===== src/rtl/fb_scan_reader_pkg.sv =====
// Shared types and constants for the frame-buffer scan-out path.
// Pixel formats, display modes, swap FSM states and the colour-bar palette.
package fb_scan_reader_pkg;

    typedef struct packed {
        logic [4:0] r;
        logic [5:0] g;
        logic [4:0] b;
    } rgb565_t;

    typedef enum logic [1:0] {
        MODE_FB    = 2'b00,
        MODE_BARS  = 2'b01,
        MODE_GRID  = 2'b10,
        MODE_BLACK = 2'b11
    } fb_mode_e;

    typedef enum logic {
        SWAP_IDLE    = 1'b0,
        SWAP_PENDING = 1'b1
    } swap_state_e;

    // Left to right: white, yellow, cyan, green, magenta, red, blue, black.
    localparam logic [23:0] BAR_COLOURS [0:7] = '{
        24'hFFFFFF, 24'hFFFF00, 24'h00FFFF, 24'h00FF00,
        24'hFF00FF, 24'hFF0000, 24'h0000FF, 24'h000000
    };

    // Replicate the top bits so full-scale 565 maps to full-scale 888.
    function automatic logic [23:0] rgb565_to_888(input rgb565_t p);
        return {p.r, p.r[4:2], p.g, p.g[5:4], p.b, p.b[4:2]};
    endfunction

endpackage


===== src/rtl/fb_scan_reader_if.sv =====
// Read port between the scan reader and the frame-buffer block RAM.
interface fb_scan_reader_if #(
    parameter int ADDR_W = 17
);
    logic [ADDR_W-1:0] fb_addr_out;
    logic [15:0]       fb_data_in;

    modport master (output fb_addr_out, input fb_data_in);
    modport slave  (input fb_addr_out, output fb_data_in);
endinterface


===== src/rtl/fb_scan_reader_pipe_delay.sv =====
// Fixed-depth shift register that clears on reset; keeps side data aligned with memory reads.
module pipe_delay #(
    parameter int WIDTH = 1,
    parameter int DEPTH = 1
) (
    input  logic             clk,
    input  logic             srst,
    input  logic [WIDTH-1:0] din,
    output logic [WIDTH-1:0] dout
);
    logic [DEPTH-1:0][WIDTH-1:0] stage_reg;

    always_ff @(posedge clk) begin
        if (srst) begin
            stage_reg <= '0;
        end else begin
            stage_reg[0] <= din;
            for (int i = 1; i < DEPTH; i++) begin
                stage_reg[i] <= stage_reg[i-1];
            end
        end
    end

    assign dout = stage_reg[DEPTH-1];
endmodule


===== src/rtl/fb_scan_reader.sv =====
// Scans a double-buffered downscaled RGB565 frame buffer in raster order and emits RGB888
// with realigned sync; optional test patterns; buffer swaps only on the new-frame pulse.
module fb_scan_reader
    import fb_scan_reader_pkg::*;
#(
    parameter int ACTIVE_H_PIXELS = 1280,
    parameter int ACTIVE_LINES    = 720,
    parameter int H_COUNT_W       = 11,
    parameter int V_COUNT_W       = 10,
    parameter int SCALE_LOG2      = 2,
    parameter int READ_LATENCY    = 2
) (
    input  logic                 pixel_clk_in,
    input  logic                 rst_in,
    input  logic [H_COUNT_W-1:0] hcount_in,
    input  logic [V_COUNT_W-1:0] vcount_in,
    input  logic                 hs_in,
    input  logic                 vs_in,
    input  logic                 ad_in,
    input  logic                 nf_in,
    input  logic [1:0]           mode_in,
    input  logic                 swap_req_in,
    output logic                 swap_ack_out,
    output logic                 front_buf_out,
    fb_scan_reader_if.master     fb_bus,
    output logic [7:0]           red_out,
    output logic [7:0]           green_out,
    output logic [7:0]           blue_out,
    output logic                 hs_out,
    output logic                 vs_out,
    output logic                 ad_out
);
    localparam int FB_W   = ACTIVE_H_PIXELS >> SCALE_LOG2;
    localparam int FB_H   = ACTIVE_LINES >> SCALE_LOG2;
    localparam int ADDR_W = $clog2(2 * FB_W * FB_H);
    localparam int BAR_W  = ACTIVE_H_PIXELS / 8;
    localparam int SIDE_W = 3 + 1 + 24;
    localparam logic [ADDR_W-1:0] BACK_BASE = ADDR_W'(FB_W * FB_H);

    swap_state_e swap_state_reg;
    fb_mode_e    mode_q;
    logic        front_buf_reg;
    logic        swap_ack_reg;

    logic [ADDR_W-1:0] base, row_addr, col_addr, addr_next;
    logic [6:0]        past_edge;
    logic [2:0]        bar_idx;
    logic [23:0]       pat_rgb;
    logic              use_fb;
    logic [SIDE_W-1:0] side_next, side_dly;

    assign base      = front_buf_reg ? BACK_BASE : '0;
    assign row_addr  = ADDR_W'(vcount_in >> SCALE_LOG2) * ADDR_W'(FB_W);
    assign col_addr  = ADDR_W'(hcount_in >> SCALE_LOG2);
    assign addr_next = ad_in ? (base + row_addr + col_addr) : base;

    // Bar index = number of bar boundaries already passed.
    for (genvar gi = 0; gi < 7; gi++) begin : g_bar_edge
        assign past_edge[gi] = (hcount_in >= H_COUNT_W'((gi + 1) * BAR_W));
    end
    assign bar_idx = 3'($countones(past_edge));

    always_comb begin
        pat_rgb = '0;
        use_fb  = 1'b0;
        case (mode_q)
            MODE_FB:   use_fb  = 1'b1;
            MODE_BARS: pat_rgb = BAR_COLOURS[bar_idx];
            MODE_GRID: begin
                if (hcount_in[4:0] == 5'd0 || vcount_in[4:0] == 5'd0) begin
                    pat_rgb = 24'hFFFFFF;
                end
            end
            default: ;
        endcase
    end

    // Address and pattern are both launched now; the memory answer arrives READ_LATENCY later.
    always_ff @(posedge pixel_clk_in) begin
        if (rst_in) begin
            swap_state_reg     <= SWAP_IDLE;
            front_buf_reg      <= 1'b0;
            swap_ack_reg       <= 1'b0;
            mode_q             <= MODE_FB;
            fb_bus.fb_addr_out <= '0;
        end else begin
            fb_bus.fb_addr_out <= addr_next;
            swap_ack_reg       <= 1'b0;
            if (nf_in) begin
                mode_q <= fb_mode_e'(mode_in);
            end
            case (swap_state_reg)
                SWAP_IDLE: begin
                    if (swap_req_in && nf_in) begin
                        front_buf_reg <= ~front_buf_reg;
                        swap_ack_reg  <= 1'b1;
                    end else if (swap_req_in) begin
                        swap_state_reg <= SWAP_PENDING;
                    end
                end
                SWAP_PENDING: begin
                    if (nf_in) begin
                        front_buf_reg  <= ~front_buf_reg;
                        swap_ack_reg   <= 1'b1;
                        swap_state_reg <= SWAP_IDLE;
                    end
                end
                default: swap_state_reg <= SWAP_IDLE;
            endcase
        end
    end

    assign swap_ack_out  = swap_ack_reg;
    assign front_buf_out = front_buf_reg;

    assign side_next = {hs_in, vs_in, ad_in, use_fb, pat_rgb};

    pipe_delay #(
        .WIDTH (SIDE_W),
        .DEPTH (READ_LATENCY + 1)
    ) u_side_delay (
        .clk  (pixel_clk_in),
        .srst (rst_in),
        .din  (side_next),
        .dout (side_dly)
    );

    always_ff @(posedge pixel_clk_in) begin
        if (rst_in) begin
            {red_out, green_out, blue_out} <= '0;
            hs_out <= 1'b0;
            vs_out <= 1'b0;
            ad_out <= 1'b0;
        end else begin
            hs_out <= side_dly[27];
            vs_out <= side_dly[26];
            ad_out <= side_dly[25];
            if (!side_dly[25]) begin
                {red_out, green_out, blue_out} <= '0;
            end else if (side_dly[24]) begin
                {red_out, green_out, blue_out} <= rgb565_to_888(rgb565_t'(fb_bus.fb_data_in));
            end else begin
                {red_out, green_out, blue_out} <= side_dly[23:0];
            end
        end
    end

endmodule


===== src/flat_wrapper.sv =====
// flat-port wrapper written by rule: the top's interface ports become plain ports
module fb_scan_reader_flat import fb_scan_reader_pkg::*;
#(
    parameter int ACTIVE_H_PIXELS = 1280,
    parameter int ACTIVE_LINES    = 720,
    parameter int H_COUNT_W       = 11,
    parameter int V_COUNT_W       = 10,
    parameter int SCALE_LOG2      = 2,
    parameter int READ_LATENCY    = 2
)
  (pixel_clk_in, rst_in, hcount_in, vcount_in, hs_in, vs_in, ad_in, nf_in, mode_in, swap_req_in, swap_ack_out, front_buf_out, red_out, green_out, blue_out, hs_out, vs_out, ad_out, fb_bus_fb_addr_out, fb_bus_fb_data_in);
  fb_scan_reader_if #(.ADDR_W(17)) fb_bus_i ();
  input  logic pixel_clk_in;
  input  logic rst_in;
  input  logic [H_COUNT_W-1:0] hcount_in;
  input  logic [V_COUNT_W-1:0] vcount_in;
  input  logic hs_in;
  input  logic vs_in;
  input  logic ad_in;
  input  logic nf_in;
  input  logic [1:0] mode_in;
  input  logic swap_req_in;
  output logic swap_ack_out;
  output logic front_buf_out;
  output logic [7:0] red_out;
  output logic [7:0] green_out;
  output logic [7:0] blue_out;
  output logic hs_out;
  output logic vs_out;
  output logic ad_out;
  output wire logic [$bits(fb_bus_i.fb_addr_out)-1:0] fb_bus_fb_addr_out;
  input wire logic [$bits(fb_bus_i.fb_data_in)-1:0] fb_bus_fb_data_in;
  assign fb_bus_fb_addr_out = fb_bus_i.fb_addr_out;
  assign fb_bus_i.fb_data_in = fb_bus_fb_data_in;
  fb_scan_reader #(.ACTIVE_H_PIXELS(ACTIVE_H_PIXELS), .ACTIVE_LINES(ACTIVE_LINES), .H_COUNT_W(H_COUNT_W), .V_COUNT_W(V_COUNT_W), .SCALE_LOG2(SCALE_LOG2), .READ_LATENCY(READ_LATENCY)) u_core (.pixel_clk_in(pixel_clk_in), .rst_in(rst_in), .hcount_in(hcount_in), .vcount_in(vcount_in), .hs_in(hs_in), .vs_in(vs_in), .ad_in(ad_in), .nf_in(nf_in), .mode_in(mode_in), .swap_req_in(swap_req_in), .swap_ack_out(swap_ack_out), .front_buf_out(front_buf_out), .fb_bus(fb_bus_i), .red_out(red_out), .green_out(green_out), .blue_out(blue_out), .hs_out(hs_out), .vs_out(vs_out), .ad_out(ad_out));
endmodule

===== config.mk =====
export PLATFORM = sky130hd
export DESIGN_NAME = fb_scan_reader_flat
export DESIGN_NICKNAME = d
export VERILOG_FILES = /design/src/rtl/fb_scan_reader_pkg.sv /design/src/rtl/fb_scan_reader_if.sv /design/src/rtl/fb_scan_reader_pipe_delay.sv /design/src/rtl/fb_scan_reader.sv /design/src/flat_wrapper.sv
export SDC_FILE = /design/constraint.sdc
export NUM_CORES = 1
export LEC_CHECK = 0
export CAP_MARGIN = 20
export CORE_MARGIN = 2
export CORE_UTILIZATION = 30
export CTS_BUF_LIST = sky130_fd_sc_hd__clkbuf_8
export DETAILED_ROUTE_END_ITERATION = 6
export PLACE_DENSITY_LB_ADDON = 0.1
export SLEW_MARGIN = 0
export SYNTH_ARGS = -nofsm -noshare
export SYNTH_HDL_FRONTEND = slang
export SYNTH_SLANG_ARGS = --single-unit

===== constraint.sdc =====
create_clock -name pixel_clk_in -period 8.17 [get_ports pixel_clk_in]
set_input_delay 1.2255 -clock pixel_clk_in [delete_from_list [all_inputs] [get_ports pixel_clk_in]]
set_output_delay 1.2255 -clock pixel_clk_in [all_outputs]
set_load 0.02 [all_outputs]

Word level (Yosys, flattened, before mapping)
Memories as Yosys holds them, arrays and structs flattened.
Cells that the tools add are included.

storage, ports and cells
  bits in registers = 133
  latch bits = 0
  RAM bits = 0
  ROM bits = 192
  memories kept = 1

operators by class
  add/subtract/negate cells = 8
  $mul = 1
  divide/modulo/power cells = 0
  magnitude comparators = 8
  eq/ne operators = 4
  shift-type cells = 0
  muxes and demuxes = 20
  bitwise logic cells = 4
  reduce and logical (&&, ||, !) cells = 7

memory list
  name             depth  bits a word  rd ports  clocked after Yosys merged registers in  write ports  line                  text
  (no name shown)  8      24           1         0                                        0            fb_scan_reader.sv:68  MODE_BARS: pat_rgb = BAR_COLOURS[bar_idx];

operator list
  operator                number
  $mux W24                3
  $pmux W24 S2            1
  $ge A11 B10 Y1 const B  3
  $mux W8                 3
  $ge A11 B9 Y1 const B   2
  $add A17 B17 Y17        1
  $add A17 B9 Y17         1
  $mux W17                1
  $mux W16                1
  $ge A11 B11 Y1 const B  1
  $ge A11 B8 Y1 const B   1
  $mul A8 B3 Y11 const B  1
  $logic_not A5 Y1        2
  $mux W1                 8
  $add A1 B1 Y2           3
  $add A3 B3 Y3           2
  $pmux W1 S2             3
  $ge A4 B4 Y1 const B    1
  $not A3 Y4              1
  $add A3 B1 Y3           1
  $not A1 Y1              3
  $eq A2 B1 Y1 const B    1
  $eq A2 B2 Y1 const B    1
  $logic_not A2 Y1        1
  other kinds (6)         6

Logic depth before layout (Yosys ltp)
Gate-level depths: netlist of run 1.

  depth after elaboration = 9
  depth in mapped cells = 14
  gate-level depth less buffers = 14

Hierarchy
From an unflattened synthesis of run 1, not the netlist that was laid out.

unflattened totals
  cells, all modules = 470
  area, all modules = 5,039.8 sq um

by module, submodules not included
  module          times used  cells an instance  area an instance (sq um)  sequential area each (sq um)
  fb_scan_reader  1           265                2,537.4                   980.9
  pipe_delay      1           205                2,502.4                   1,681.6

Least setup slack after synthesis of run 1
Ideal clock, no wire load.

  kind = input-to-reg
  from = in vcount_in[3]
  to = reg u_core.fb_bus.fb_addr_out[16]
  library setup time = 0.072 ns
  arrival time = 4.128 ns
  data required time = 8.098 ns
  slack = 3.970 ns
  stages = 14
  buffers on the path = 0
  path through = ha_1 -> ha_1 -> fa_1 -> a21o_2 -> a21oi_1 -> o21bai_1 -> a21oi_1 -> xnor2_1 -> ha_1 -> ha_1 -> nand2_1 -> o41ai_2 -> xor2_1 -> mux2i_1

on the way
  word-level cells in the longest chain between the ends = 4

RTL lines
  element               line                    text
  from (decl)           flat_wrapper.sv:16      input logic [V_COUNT_W-1:0] vcount_in;
  $mul A8 B3 Y11        fb_scan_reader.sv:53    assign row_addr = ADDR_W'(vcount_in >> SCALE_LOG2) * ADDR_W'(FB_W);
  $add A17 B17 Y17      fb_scan_reader.sv:55    assign addr_next = ad_in ? (base + row_addr + col_addr) : base;
  $add A17 B9 Y17       fb_scan_reader.sv:55
  $mux W17              fb_scan_reader.sv:55
  to (signal assigned)  fb_scan_reader.sv:87    fb_bus.fb_addr_out <= addr_next;
  to (decl)             fb_scan_reader_if.sv:8  modport master (output fb_addr_out, input fb_data_in);

Every way passes these cells.
A chain may end at the register's enable or synchronous reset.

Final worst setup path of run 1
Ends and elaborated chain as after synthesis.

==> flow_metrics.env, run 1 <==
export IMPL_status="finished clean"
export IMPL_vias=2182
export IMPL_grt_setup_unrepaired="false"
export IMPL_cts_root_buf="clkbuf_8"
export IMPL_start_util_pct=30.7
export IMPL_clk_latency_ns=0.33
export IMPL_async_reset_ff_share_pct=0
export IMPL_place_area_um2=3770
export IMPL_cts_resized_gates=0
export IMPL_worst_slew_pin_slew_ns=0.987
export IMPL_ys_ff_latch=62
export IMPL_via_per_inst=4.51
export IMPL_antenna_found_initial=0
export IMPL_core_area_um2=9150
export IMPL_die_area_um2=10200
export IMPL_path_common_cell="ha_1"
export IMPL_startpoint="vcount_in[3]"
export IMPL_cp_max_fo=4
export IMPL_hp_class="register to register"
export IMPL_cts_tree="yes"
export IMPL_p_seq_share_pct=42.6
export IMPL_final_cell_mix="clkdlybuf4s50_1 (91), dfxtp_1 (62), ha_1 (29)"
export IMPL_p_int_mw=0.545
export IMPL_synth_nets=363
export IMPL_drive_above_1_share_pct=6.17
export IMPL_p_clk_share_pct=35.8
export IMPL_ir_worst_vdd_v=0.0000811
export IMPL_synth_edf_count=0
export IMPL_critical_path_class="primary input to register"
export IMPL_nNetsFinal=449
export IMPL_hpwlAfterDp_um=4470
export IMPL_syn2layout_area_growth_pct=41.3
export IMPL_grt_total_usage_pct=12.2
export IMPL_setup_viol=0
export IMPL_cp_end_kind="register"
export IMPL_gr_total_overflow=0
export IMPL_skew_ns=0.00555
export IMPL_yosysSeqAreaShare_pct=44.1
export IMPL_die_w_um=101
export IMPL_power_switching_mw=0.206
export IMPL_cts_path_max_buffers=2
export IMPL_routedWlPerCell_um=12.1
export IMPL_final_hold_violation_count=0
export IMPL_rr_startpoint="u_core.front_buf_out$_SDFFE_PP0P_"
export IMPL_p_leak_nw=1.58
export IMPL_synth_area_per_cell_um2=9.97
export IMPL_max_slew_margin_pct=34.0
export IMPL_cts_setup_buffers=0
export IMPL_yosys_warnings=0
export IMPL_synthCells=282
export IMPL_gp_congestion=0.726
export IMPL_maxCapViolCount=0
export IMPL_diodes=0
export IMPL_largest_reg_flops=17
export IMPL_finalMaxSlewViolations=0
export IMPL_min_period_over_period_pct=56.1
export IMPL_min_from="u_core.u_side_delay.stage_reg[53]$_SDFF_PP0_"
export IMPL_htreeDepth=3
export IMPL_rows=35
export IMPL_crit_required_ns=8.43
export IMPL_worstPathArrival_ns=4.84
export IMPL_cts_reportedPaths_clkPinSlew_ns=0.07
export IMPL_grt_pass1_wl_um=9720
export IMPL_cpMaxStageDelayCell="clkdlybuf4s50_1"
export IMPL_synthFlopType="dfxtp_1"
export IMPL_finalSetupTns_ns=0
export IMPL_postCtsHoldBufs=0
export IMPL_layout_min_cycle_time_ns=4.58
export IMPL_grt_max_degree=30
export IMPL_swShare_pct=27.4
export IMPL_cts_sinks=62
export IMPL_grt_pass1_vias=2080
export IMPL_cp_cell_sequence="clkdlybuf4s50_1 > ha_1 > ha_1 > fa_1 > a21o_2 > a21oi_1 > o21bai_1 > a21oi_1 > xnor2_1 > ha_1 > ha_1 > nand2_1 > o41ai_2 > xor2_1 > mux2i_1"
export IMPL_final_common_cell="clkdlybuf4s50_1"
export IMPL_final_cell_area_um2=3970
export IMPL_routed_wl_um=5840
export IMPL_drt_first_pass_iters=4
export IMPL_max_stage_delay_ns=0.46
export IMPL_drt_iter0_markers=20
export IMPL_port_buffer_count=91
export IMPL_power_density_nw_per_um2=189
export IMPL_fmaxAchievable_ghz=0.218
export IMPL_netlist_area_um2=2810
export IMPL_cp_start_kind="primary input"
export IMPL_die_height_um=101
export IMPL_ios=92
export IMPL_ys_types=40
export IMPL_power_frac_comb_pct=21.5
export IMPL_drc_errors=0
export IMPL_ant_nets=0
export IMPL_cts_inserted_buffers=9
final timing paths:
kind                                              end  slack (ns)  depth (start not counted)
max          u_core.fb_bus.fb_addr_out[16]$_SDFF_PP0_        3.59                         15
min           u_core.u_side_delay.dout[25]$_SDFF_PP0_        0.43                          1
max reg2reg  u_core.fb_bus.fb_addr_out[13]$_SDFF_PP0_        5.61                          8
min reg2reg   u_core.u_side_delay.dout[25]$_SDFF_PP0_        0.43                          1
metrics by stage:
step                std cells  worst slack, ns  power (mW)  hold slack (ns)  util (%)
floorplan                 282             3.97       0.427            0.414         -
global placement          468             3.32       0.490            0.417      41.2
detailed placement        468             3.27       0.490            0.420      41.2
CTS                       484             3.60       0.765            0.437      43.4
global route              484             3.35       0.799            0.458      43.4
finish                    484             3.59       0.751            0.432      43.4
power groups by stage:
stage               logic [mW]  registers, mW  clock network (mW)
floorplan               0.0912          0.336                   0
global placement         0.163          0.327                   0
detailed placement       0.163          0.327                   0
CTS                      0.164          0.320               0.281
global route             0.181          0.321               0.296
finish                   0.162          0.320               0.269
critical path, delay by kind of cell:
kind / cells / cell delay (ns)
compound gates: 5 / 0.96
fa+ha+maj: 5 / 1.57
mux: 1 / 0.20
buf+inv: 1 / 0.46
xor+xnor: 2 / 0.35
simple gates: 1 / 0.08
logic make-up after synthesis:
kind of cell	share of synthesized area, %
simple gates	15.8
flops	44.1
compound gates	12.4
fa+ha+maj	17.2
buf+inv	5.34
xor+xnor	4.01
mux	1.07
cell usage after synthesis (2+ instances only):
master / instances / share of area (%)
dfxtp_1: 62 / 44
ha_1: 29 / 13
a21oi_1: 27 / 4.8
nand2_1: 23 / 3.1
nor2b_1: 21 / 4.7
inv_1: 16 / 2.1
nor2_1: 12 / 1.6
nand2b_1: 9 / 2.0
and2_1: 8 / 1.8
buf_4: 8 / 2.1
o21ai_0: 8 / 1.4
xnor2_1: 8 / 2.5
clkbuf_1: 7 / 0.93
fa_1: 6 / 4.3
nor3_1: 4 / 0.71
a21o_1: 3 / 0.80
mux2i_1: 3 / 1.1
o21bai_1: 3 / 0.80
xor2_1: 3 / 0.93
or4_1: 2 / 0.53
final cells by class:
cell class	instances	area, µm²
inverters	16	60.1
well taps	111	139
clock inverters	6	62.6
flip-flops and latches	62	1240
repair buffers	91	911
fillers	895	5180
clock buffers	10	138
multi-input cells	188	1420
per-layer routing:
layer  track usage, %  up-vias  routed length, µm  share of wire [%]
met2             19.0       59               2640                 45
met4             5.69        0                121                2.1
met3             3.05        9                317                5.4
met5                0        -                  0                  0
li1                 -     1113                  -                  -
met1             16.0     1001               2760                 47
Note: power is estimated with default switching activity, not from simulation.
==> inputs of run 2 (changes only) <==
==> constraint.sdc (replaced) <==
create_clock -name pixel_clk_in -period 4.7 [get_ports pixel_clk_in]
set_input_delay 0.705 -clock pixel_clk_in [delete_from_list [all_inputs] [get_ports pixel_clk_in]]
set_output_delay 0.705 -clock pixel_clk_in [all_outputs]
set_load 0.02 [all_outputs]
==> run 2 against run 1 <==
  * Via count stayed put
  * Largest cell class unchanged
  * Global-route usage is 0.34 points lower
  * Die area stayed put
  * Critical path type unchanged
  * Design area is 1.2% higher
==> flow_metrics.env, run 2 (synthesized netlist as in run 1, its figures left out) <==
export IMPL_grt_pass1_vias=2032
export IMPL_final_common_cell="clkdlybuf4s50_1"
export IMPL_syn2layout_area_growth_pct=42.9
export IMPL_antenna_found_initial=0
export IMPL_skew_ns=0.00879
export IMPL_start_util_pct=30.7
export IMPL_status="finished clean"
export IMPL_routedWlPerCell_um=11.9
export IMPL_cts_setup_buffers=0
export IMPL_fin_total_pwr_mw=1.41
export IMPL_layout_min_cycle_time_ns=4.06
export IMPL_cts_sinks=62
export IMPL_routed_wl_um=5760
export IMPL_cp_end_kind="register"
export IMPL_max_slew_margin_pct=34.2
export IMPL_hp_class="register to register"
export IMPL_drt_iter0_markers=41
export IMPL_final_hold_violation_count=0
export IMPL_grt_max_degree=30
export IMPL_vias=2182
export IMPL_ant_nets=0
export IMPL_die_w_um=101
export IMPL_cts_path_max_buffers=2
export IMPL_worst_slew_pin_slew_ns=0.983
export IMPL_cts_resized_gates=0
export IMPL_grt_total_usage_pct=11.9
export IMPL_cp_cell_sequence="clkdlybuf4s50_1 > ha_1 > ha_1 > fa_1 > a21o_2 > a21oi_1 > o21bai_1 > a21oi_1 > xnor2_1 > ha_1 > ha_1 > nand2_1 > o41ai_2 > xor2_1 > mux2i_1"
export IMPL_grt_setup_unrepaired="false"
export IMPL_cp_max_fo=4
export IMPL_largest_reg_flops=17
export IMPL_cts_tree="yes"
export IMPL_drt_first_pass_iters=4
export IMPL_cts_inserted_buffers=9
export IMPL_die_area_um2=10200
export IMPL_final_cell_mix="clkdlybuf4s50_1 (91), dfxtp_1 (62), ha_1 (29)"
export IMPL_grt_pass1_wl_um=9430
export IMPL_rows=35
export IMPL_finalMaxSlewViolations=0
export IMPL_fmaxAchievable_ghz=0.246
export IMPL_drc_errors=0
export IMPL_drive_above_1_share_pct=6.17
export IMPL_cts_root_buf="clkbuf_8"
export IMPL_hpwlAfterDp_um=4520
export IMPL_setup_viol=0
export IMPL_finalSetupTns_ns=0
export IMPL_ir_worst_vdd_v=0.000133
export IMPL_nNetsFinal=449
export IMPL_cts_reportedPaths_clkPinSlew_ns=0.07
export IMPL_via_per_inst=4.51
export IMPL_p_leak_nw=1.60
export IMPL_htreeDepth=3
export IMPL_diodes=0
export IMPL_postCtsHoldBufs=0
export IMPL_power_density_nw_per_um2=350
export IMPL_critical_path_class="primary input to register"
export IMPL_crit_required_ns=4.96
export IMPL_maxCapViolCount=0
export IMPL_cpMaxStageDelayCell="clkdlybuf4s50_1"
export IMPL_clk_latency_ns=0.33
export IMPL_worstPathArrival_ns=4.32
export IMPL_max_stage_delay_ns=0.45
export IMPL_cp_start_kind="primary input"
export IMPL_path_common_cell="ha_1"
export IMPL_ios=92
export IMPL_core_area_um2=9150
export IMPL_die_height_um=101
export IMPL_min_period_over_period_pct=86.4
export IMPL_gr_total_overflow=0
export IMPL_port_buffer_count=91
export IMPL_gp_congestion=0.726
[run 2: cell types whose count changed in the layout (fill, tap and decap cells not counted)]
| cell | before | now |
|---|---|---|
| clkinv_2 | 1 | 0 |
| clkinvlp_4 | 2 | 1 |
| bufinv_16 | 1 | 3 |
[run 2: through the flow]
step / instances / cell area (µm²) / setup slack [ns] / hold slack, ns / utilization, %
after floorplan: 282 / 2810 / 1.02 / 0.414 / -
after global placement: 468 / 3770 / 0.372 / 0.417 / 41.2
after detailed placement: 468 / 3770 / 0.315 / 0.422 / 41.2
after CTS: 484 / 4020 / 0.640 / 0.435 / 43.9
after global routing: 484 / 4020 / 0.408 / 0.454 / 43.9
final: 484 / 4020 / 0.641 / 0.429 / 43.9
[run 2: worst max-delay path: cells and delay by family]
family | cells | cell delay (ns)
multiplexers | 1 | 0.19
buffers and inverters | 1 | 0.45
AO/OA/AOI/OAI | 5 | 0.98
adder cells (fa/ha/maj) | 5 | 1.56
XOR/XNOR | 2 | 0.34
AND/OR/NAND/NOR | 1 | 0.08
[run 2: layer usage]
metal	track usage, %	vias up	wire, µm
met5	0	-	0
met4	6.01	0	98
met3	3.19	7	300
met2	18.4	53	2640
met1	15.3	1010	2720
li1	-	1112	-
[run 2: final timing paths]
| path | startpoint | end | slack, ns | cells after the start |
|---|---|---|---|---|
| min | u_core.u_side_delay.stage_reg[51]$_SDFF_PP0_ | u_core.u_side_delay.dout[23]$_SDFF_PP0_ | 0.43 | 1 |
| max | vcount_in[3] | u_core.fb_bus.fb_addr_out[16]$_SDFF_PP0_ | 0.64 | 15 |
| min reg2reg | u_core.u_side_delay.stage_reg[51]$_SDFF_PP0_ | u_core.u_side_delay.dout[23]$_SDFF_PP0_ | 0.43 | 1 |
| max reg2reg | u_core.front_buf_out$_SDFFE_PP0P_ | u_core.fb_bus.fb_addr_out[13]$_SDFF_PP0_ | 2.19 | 8 |
[run 2: cell type report]
class	instances	area, µm²
clock inverters	6	110
repair buffers	91	911
clock buffers	10	138
flip-flops and latches	62	1240
multi-input cells	188	1420
fillers	895	5130
inverters	16	60.1
well taps	111	139
[run 2: report_power, final]
group / leakage, nW / internal [mW] / switching, mW
logic: 0.972 / 0.143 / 0.139
registers: 0.506 / 0.547 / 0.00949
clock network: 0.124 / 0.366 / 0.203
total: 1.60 / 1.06 / 0.351
